[src/rtl/cpu_multicycle_core.sv]
// Multi-cycle CPU core: fetch/decode/execute/memory/writeback sequencer with a
// req/ack memory port, eight registers (r0 hardwired to zero) and NZCV flags.
module cpu_multicycle_core #(
    parameter int unsigned       DATA_W   = 32,
    parameter int unsigned       ADDR_W   = 16,
    parameter logic [ADDR_W-1:0] RESET_PC = '0
) (
    input  logic              clk,
    input  logic              reset,
    output logic              mem_req,
    output logic              mem_we,
    output logic [ADDR_W-1:0] mem_addr,
    output logic [DATA_W-1:0] mem_wdata,
    input  logic [DATA_W-1:0] mem_rdata,
    input  logic              mem_ack,
    output logic [ADDR_W-1:0] pc,
    output logic [3:0]        flags,
    output logic              retire,
    output logic              halted,
    output logic              illegal
);
    localparam int unsigned MSB = DATA_W - 1;

    localparam logic [2:0] FETCH     = 3'd0;
    localparam logic [2:0] DECODE    = 3'd1;
    localparam logic [2:0] EXECUTE   = 3'd2;
    localparam logic [2:0] MEMORY    = 3'd3;
    localparam logic [2:0] WRITEBACK = 3'd4;
    localparam logic [2:0] HALT      = 3'd5;

    localparam logic [4:0] OP_NOP  = 5'h00;
    localparam logic [4:0] OP_ADD  = 5'h01;
    localparam logic [4:0] OP_SUB  = 5'h02;
    localparam logic [4:0] OP_AND  = 5'h03;
    localparam logic [4:0] OP_OR   = 5'h04;
    localparam logic [4:0] OP_XOR  = 5'h05;
    localparam logic [4:0] OP_ADDI = 5'h06;
    localparam logic [4:0] OP_LD   = 5'h07;
    localparam logic [4:0] OP_ST   = 5'h08;
    localparam logic [4:0] OP_BEQZ = 5'h09;
    localparam logic [4:0] OP_JMP  = 5'h0A;
    localparam logic [4:0] OP_HLT  = 5'h1F;

    logic [2:0]        state;
    logic              started;
    logic [ADDR_W-1:0] fetchPc;
    logic [ADDR_W-1:0] effAddr;
    logic [ADDR_W-1:0] ea;
    logic [4:0]        opcode;
    logic [2:0]        rd;
    logic [2:0]        rs1;
    logic [2:0]        rs2;
    logic [15:0]       imm;
    logic [DATA_W-1:0] opA;
    logic [DATA_W-1:0] opB;
    logic [DATA_W-1:0] opD;
    logic [DATA_W-1:0] result;
    logic [DATA_W-1:0] sextImm;
    logic [DATA_W-1:0] addend;
    logic [DATA_W-1:0] aluRes;
    logic [DATA_W:0]   wide;
    logic [3:0]        aluFlags;
    logic              ovf;
    logic              legalOp;
    logic [DATA_W-1:0] regs [8];

    // The first request waits for one edge after reset so mem_req starts low.
    assign mem_req   = (state == FETCH && started) || state == MEMORY;
    assign mem_we    = state == MEMORY && opcode == OP_ST;
    assign mem_addr  = (state == MEMORY) ? effAddr : (mem_req ? fetchPc : '0);
    assign mem_wdata = mem_we ? opD : '0;

    assign sextImm = {{(DATA_W - 16){imm[15]}}, imm};
    assign addend  = (opcode == OP_ADDI) ? sextImm : opB;
    assign ea      = opA[ADDR_W-1:0] + imm[ADDR_W-1:0];
    assign legalOp = opcode <= OP_JMP || opcode == OP_HLT;

    always_comb begin
        wide     = '0;
        aluRes   = '0;
        ovf      = 1'b0;
        aluFlags = flags;
        case (opcode)
            OP_ADD, OP_ADDI: begin
                wide     = {1'b0, opA} + {1'b0, addend};
                aluRes   = wide[MSB:0];
                ovf      = (opA[MSB] == addend[MSB]) && (aluRes[MSB] != opA[MSB]);
                aluFlags = {aluRes[MSB], aluRes == '0, wide[DATA_W], ovf};
            end
            OP_SUB: begin
                // Bit DATA_W of the widened difference is the unsigned borrow.
                wide     = {1'b0, opA} - {1'b0, opB};
                aluRes   = wide[MSB:0];
                ovf      = (opA[MSB] != opB[MSB]) && (aluRes[MSB] != opA[MSB]);
                aluFlags = {aluRes[MSB], aluRes == '0, wide[DATA_W], ovf};
            end
            OP_AND:  aluRes = opA & opB;
            OP_OR:   aluRes = opA | opB;
            OP_XOR:  aluRes = opA ^ opB;
            default: aluRes = '0;
        endcase
    end

    always_ff @(posedge clk or negedge reset) begin
        if (!reset) begin
            state   <= FETCH;
            started <= 1'b0;
            fetchPc <= RESET_PC;
            effAddr <= '0;
            pc      <= '0;
            opcode  <= '0;
            rd      <= '0;
            rs1     <= '0;
            rs2     <= '0;
            imm     <= '0;
            opA     <= '0;
            opB     <= '0;
            opD     <= '0;
            result  <= '0;
            flags   <= '0;
            retire  <= 1'b0;
            halted  <= 1'b0;
            illegal <= 1'b0;
            for (int i = 0; i < 8; i++) regs[i] <= '0;
        end else begin
            retire <= 1'b0;
            case (state)
                FETCH: begin
                    if (!started) begin
                        started <= 1'b1;
                    end else if (mem_ack) begin
                        opcode  <= mem_rdata[31:27];
                        rd      <= mem_rdata[26:24];
                        rs1     <= mem_rdata[23:21];
                        rs2     <= mem_rdata[20:18];
                        imm     <= mem_rdata[15:0];
                        pc      <= fetchPc;
                        fetchPc <= fetchPc + ADDR_W'(1);
                        state   <= DECODE;
                    end
                end
                DECODE: begin
                    if (!legalOp) begin
                        state   <= HALT;
                        halted  <= 1'b1;
                        illegal <= 1'b1;
                    end else begin
                        opA   <= regs[rs1];
                        opB   <= regs[rs2];
                        opD   <= regs[rd];
                        state <= EXECUTE;
                    end
                end
                EXECUTE: begin
                    flags <= aluFlags;
                    case (opcode)
                        OP_ADD, OP_SUB, OP_AND, OP_OR, OP_XOR, OP_ADDI: begin
                            result <= aluRes;
                            state  <= WRITEBACK;
                        end
                        OP_LD, OP_ST: begin
                            effAddr <= ea;
                            state   <= MEMORY;
                        end
                        OP_BEQZ: begin
                            if (opD == '0) fetchPc <= imm[ADDR_W-1:0];
                            state  <= FETCH;
                            retire <= 1'b1;
                        end
                        OP_JMP: begin
                            fetchPc <= imm[ADDR_W-1:0];
                            state   <= FETCH;
                            retire  <= 1'b1;
                        end
                        OP_HLT: begin
                            state  <= HALT;
                            halted <= 1'b1;
                            retire <= 1'b1;
                        end
                        OP_NOP: begin
                            state  <= FETCH;
                            retire <= 1'b1;
                        end
                        default: begin
                            state  <= FETCH;
                            retire <= 1'b1;
                        end
                    endcase
                end
                MEMORY: begin
                    if (mem_ack) begin
                        if (opcode == OP_LD) begin
                            result <= mem_rdata;
                            state  <= WRITEBACK;
                        end else begin
                            state  <= FETCH;
                            retire <= 1'b1;
                        end
                    end
                end
                WRITEBACK: begin
                    if (rd != 3'd0) regs[rd] <= result;
                    state  <= FETCH;
                    retire <= 1'b1;
                end
                HALT:    state <= HALT;
                default: state <= HALT;
            endcase
        end
    end
endmodule

[config.mk]
export PLATFORM = sky130hd
export DESIGN_NAME = cpu_multicycle_core
export DESIGN_NICKNAME = d
export VERILOG_FILES = /design/src/rtl/cpu_multicycle_core.sv
export SDC_FILE = /design/constraint.sdc
export NUM_CORES = 1
export LEC_CHECK = 0
export BUFFER_PORTS_ARGS = -buffer_cell sky130_fd_sc_hd__buf_2
export CAP_MARGIN = 40
export CORE_MARGIN = 4
export CORE_UTILIZATION = 60
export CTS_BUF_LIST = sky130_fd_sc_hd__clkbuf_2
export DETAILED_ROUTE_END_ITERATION = 12
export PLACE_DENSITY = 0.78
export SYNTH_ARGS = -nofsm -noshare
export SYNTH_HDL_FRONTEND = slang
export SYNTH_SLANG_ARGS = --single-unit
[constraint.sdc]
create_clock -name clk -period 6.9 [get_ports clk]
set_clock_uncertainty 0.05 [all_clocks]
set_input_delay 1.035 -clock clk [delete_from_list [all_inputs] [get_ports clk]]
set_output_delay 1.035 -clock clk [all_outputs]
set_load 0.05 [all_outputs]
==> flow_summary.yaml <==
status:
  status: "complete, no violations"
synth:
  netlist.area_leader.share_pct: 39.64
  synth_nets: 3015
  async_flop_share_pct: 100.0
  yosysTopAreaCell: "dfrtp_1"
  synth_cell_types: 73
  seq_area_frac_synth_pct: 39.64
  syn-cell-area_mm2: 0.02986
  synthCells: 2831
  ys_seq_elements: 473
  synth_flop_cell: "dfrtp_1"
  ys_warn_count: 0
  synthTopCellsByArea: "dfrtp_1 40%, mux2_2 10%, mux4_2 9.7%"
  synth_edf_count: 0
  syn_area_per_cell_um2: 10.55
sta:
  slew_headroom_pct: 32.60
  worst_hold_slack_ns: 0.1954
  clock.fmax_mhz: 185.8
  period_share_pct: 78.00
  tightest_slew_ns: 0.9979
  rsz0062_at_grt: "false"
  slew_violations: 0
  period_minus_slack_ns: 5.382
  setup_viol: 0
  timing.setup.tns_ns: 0
  hold_viol: 0
setup_path:
  slowest_stage: "a2111oi_2"
  arrival_ns: 6.50
  path_cells: "nand2_1, nor2_1, nand2_1, buf_4, mux2_2, ha_1, a21oi_1, o21ai_1, a2111oi_0, a211oi_1, a2111oi_2, or3_1, nand2_1, a21o_1, a21o_1, a2111oi_0, a211oi_1"
  critical_path_class: "reg -> reg"
  crit_buf_inv: 1
  cp.required_ns: 8.02
  cp-end-kind: "flop"
  cpPeakStageDelay_ns: 0.59
  cp_max_fo: 23
  crit_family: "compound AO/OA/AOI/OAI gates"
  start_kind: "flop"
  path_common_cell: "nand2_1"
clock_network:
  post_cts_buffers: 0
  clockBufferDepth: 3
  path_clk_slew_ns: 0.12
  cts_tree: "done"
  ctsResizeCount: 0
  ctsHtreeMaxLevel: 4
  cts_buffers: 130
  cts.sinks: 473
  ctsHoldBuffers: 32
  cts_root_buf: "clkbuf_2"
  clock_latency_ns: 1.32
power_and_ir_drop:
  peakVddDrop_mv: 0.1193
  switching_power_uw: 1299
  combPwrFrac_pct: 1.9
  p_clk_share_pct: 41.4
  power.internal_uw: 3584
  seqPwrFrac_pct: 56.7
  power.leakage_uw: 0.01486
  power_density_mw_per_mm2: 150.8
  sw_frac_of_total_pct: 26.60
routing:
  wl_um: 94490
  vias: 25280
  antenna_left: 0
  drt_first_pass_iters: 6
  wl_per_cell_um: 25.68
  drc: 0
  vias_per_cell: 6.871
  drt_iter0_drc: 3170
die:
  die_y_um: 231.1
  dieWidth_um: 231.1
  core_area_mm2: 0.04905
  ioPinCount: 108
  num_rows: 81
  start_util_pct: 60.87
  dieArea_mm2: 0.05339
min_path:
  hp-class: "in -> reg"
layout:
  nets: 3110
  drive_gt1_share_pct: 25.89
  area_growth_syn_to_layout_pct: 8.432
run:
  maxCapViolations: 0
global_route:
  overflow: 0
  grt_pass1_vias: 25250
  grt_max_degree: 141
  antenna_found_initial: 4
  grt_pass1_wl_um: 144800
  grt_usage_pct: 35.17
placement:
  post-dp-hpwl_um: 61360
  gp_congestion: 1.006
  io_buffer_count: 107
## worst register-to-register path, stage by stage (launching register included)
cell and delay (ns):
dfrtp_1 0.53, nand2_1 0.13, nor2_1 0.23, nand2_1 0.37
buf_4 0.38, mux2_2 0.31, ha_1 0.38, a21oi_1 0.15
o21ai_1 0.11, a2111oi_0 0.50, a211oi_1 0.32, a2111oi_2 0.59
or3_1 0.23, nand2_1 0.11, a21o_1 0.20, a21o_1 0.19
a2111oi_0 0.44, a211oi_1 0.08
## final cells by class
class	count	area [um^2]
clock buffer	182	910.9
antenna	2	5.005
tap	664	830.8
timing repair buffer	185	1333
inverter	110	412.9
sequential	473	11850
multi-input combinational	2026	16810
clock inverter	37	221.5
fill	3832	16680
## cells in the mapped netlist, drive strengths merged (58+ instances only)
cell type,n
a21o,66
a21oi,131
a221oi,58
a22oi,89
clkbuf,200
dfrtp,473
ha,146
inv,110
mux2,264
mux2i,71
mux4,128
nand2,234
nor2,133
o21ai,214
## path summary, 6_finish.rpt
path | startpoint | endpoint | slack, ns | depth (start not counted)
setup / recovery | opcode[1] | flags[1] | 1.52 | 17
max in group asynchronous | reset | regs[3] | 5.16 | 3
hold / removal | mem_rdata[16] | result[16] | 0.20 | 3
setup reg to reg | opcode[1] | flags[1] | 1.52 | 17
hold reg to reg | regs[252] | regs[252] | 0.39 | 0
min in group asynchronous | reset | result[29] | 0.30 | 2
## power by group through the flow
stage | logic, uW | registers, uW | clock network, uW
finish | 92.6 | 2770 | 2020
global route | 105 | 2770 | 2210
CTS | 95.2 | 2770 | 2060
detailed placement | 81.1 | 2820 | 0
global placement | 77.1 | 2820 | 0
floorplan | 0.973 | 2830 | 0
## per-layer routing
layer / wire [um] / track usage (%) / vias to the layer above / part of all wire, %
met2: 41830 / 52.60 / 1686 / 44
met5: 18 / 0 / - / 0.019
met4: 4536 / 17.35 / 4 / 4.8
li1: - / - / 10760 / -
met3: 12220 / 11.59 / 379 / 13
met1: 35880 / 46.47 / 12440 / 38
## registers in the layout (all words and copies together), names as in the netlist, 4 cells and up
signal,flops
flags,4
imm,16
opcode,5
opA,32
opD,32
regs,256
pc,16
result,32
fetchPc,16
opB,32
effAddr,16
## cell usage in the layout, fill, tap and decap left out, drive strengths merged, types with 19 or more instances in the layout
| cell | Yosys | routed |
|---|---|---|
| a21oi | 131 | 131 |
| buf | 22 | 153 |
| a211oi | 20 | 20 |
| nand2 | 234 | 234 |
| a31oi | 47 | 47 |
| nand3 | 26 | 26 |
| nor2b | 19 | 19 |
| mux2i | 71 | 71 |
| xnor2 | 40 | 40 |
| a22o | 32 | 32 |
| dlygate4sd3 | 0 | 32 |
| a221oi | 58 | 58 |
| nor2 | 133 | 133 |
| nor3 | 38 | 38 |
| dfrtp | 473 | 473 |
| a22oi | 89 | 89 |
| clkbuf | 200 | 182 |
| and2 | 42 | 42 |
| clkinv | 0 | 25 |
| inv | 110 | 117 |
| mux2 | 264 | 264 |
| a21o | 66 | 66 |
| ha | 146 | 146 |
| o21ai | 214 | 214 |
| mux4 | 128 | 128 |
## cells by family (layout without fill, tap and decap cells)
logic type                 after synthesis  in the layout  synth area share, %
AOI/OAI and AO/OA                      762            762                16.75
xor gates and xnor gates                58             58                1.701
adders and majority gates              149            149                6.320
buffers and inverters                  332            514                4.228
DFF                                    473            473                39.64
muxes                                  463            463                21.99
other                                    0              2                    0
and+or+nand+nor                        594            594                9.366
## metrics by stage
step           cells  power (uW)  instance area (um^2)  worst slack [ns]  util (%)
3_5_place_dp    3426        2906                 30920             1.636     63.03
3_3_place_gp    3419        2902                 30770             1.673     62.74
2_1_floorplan   2831        2826                 29860             2.406         -
5_1_grt         3679        5089                 32370             1.264     66.00
6_report        3679        4883                 32370             1.518     66.00
4_1_cts         3677        4929                 32370             1.609     65.99
Note: power is estimated with default switching activity, not from simulation.
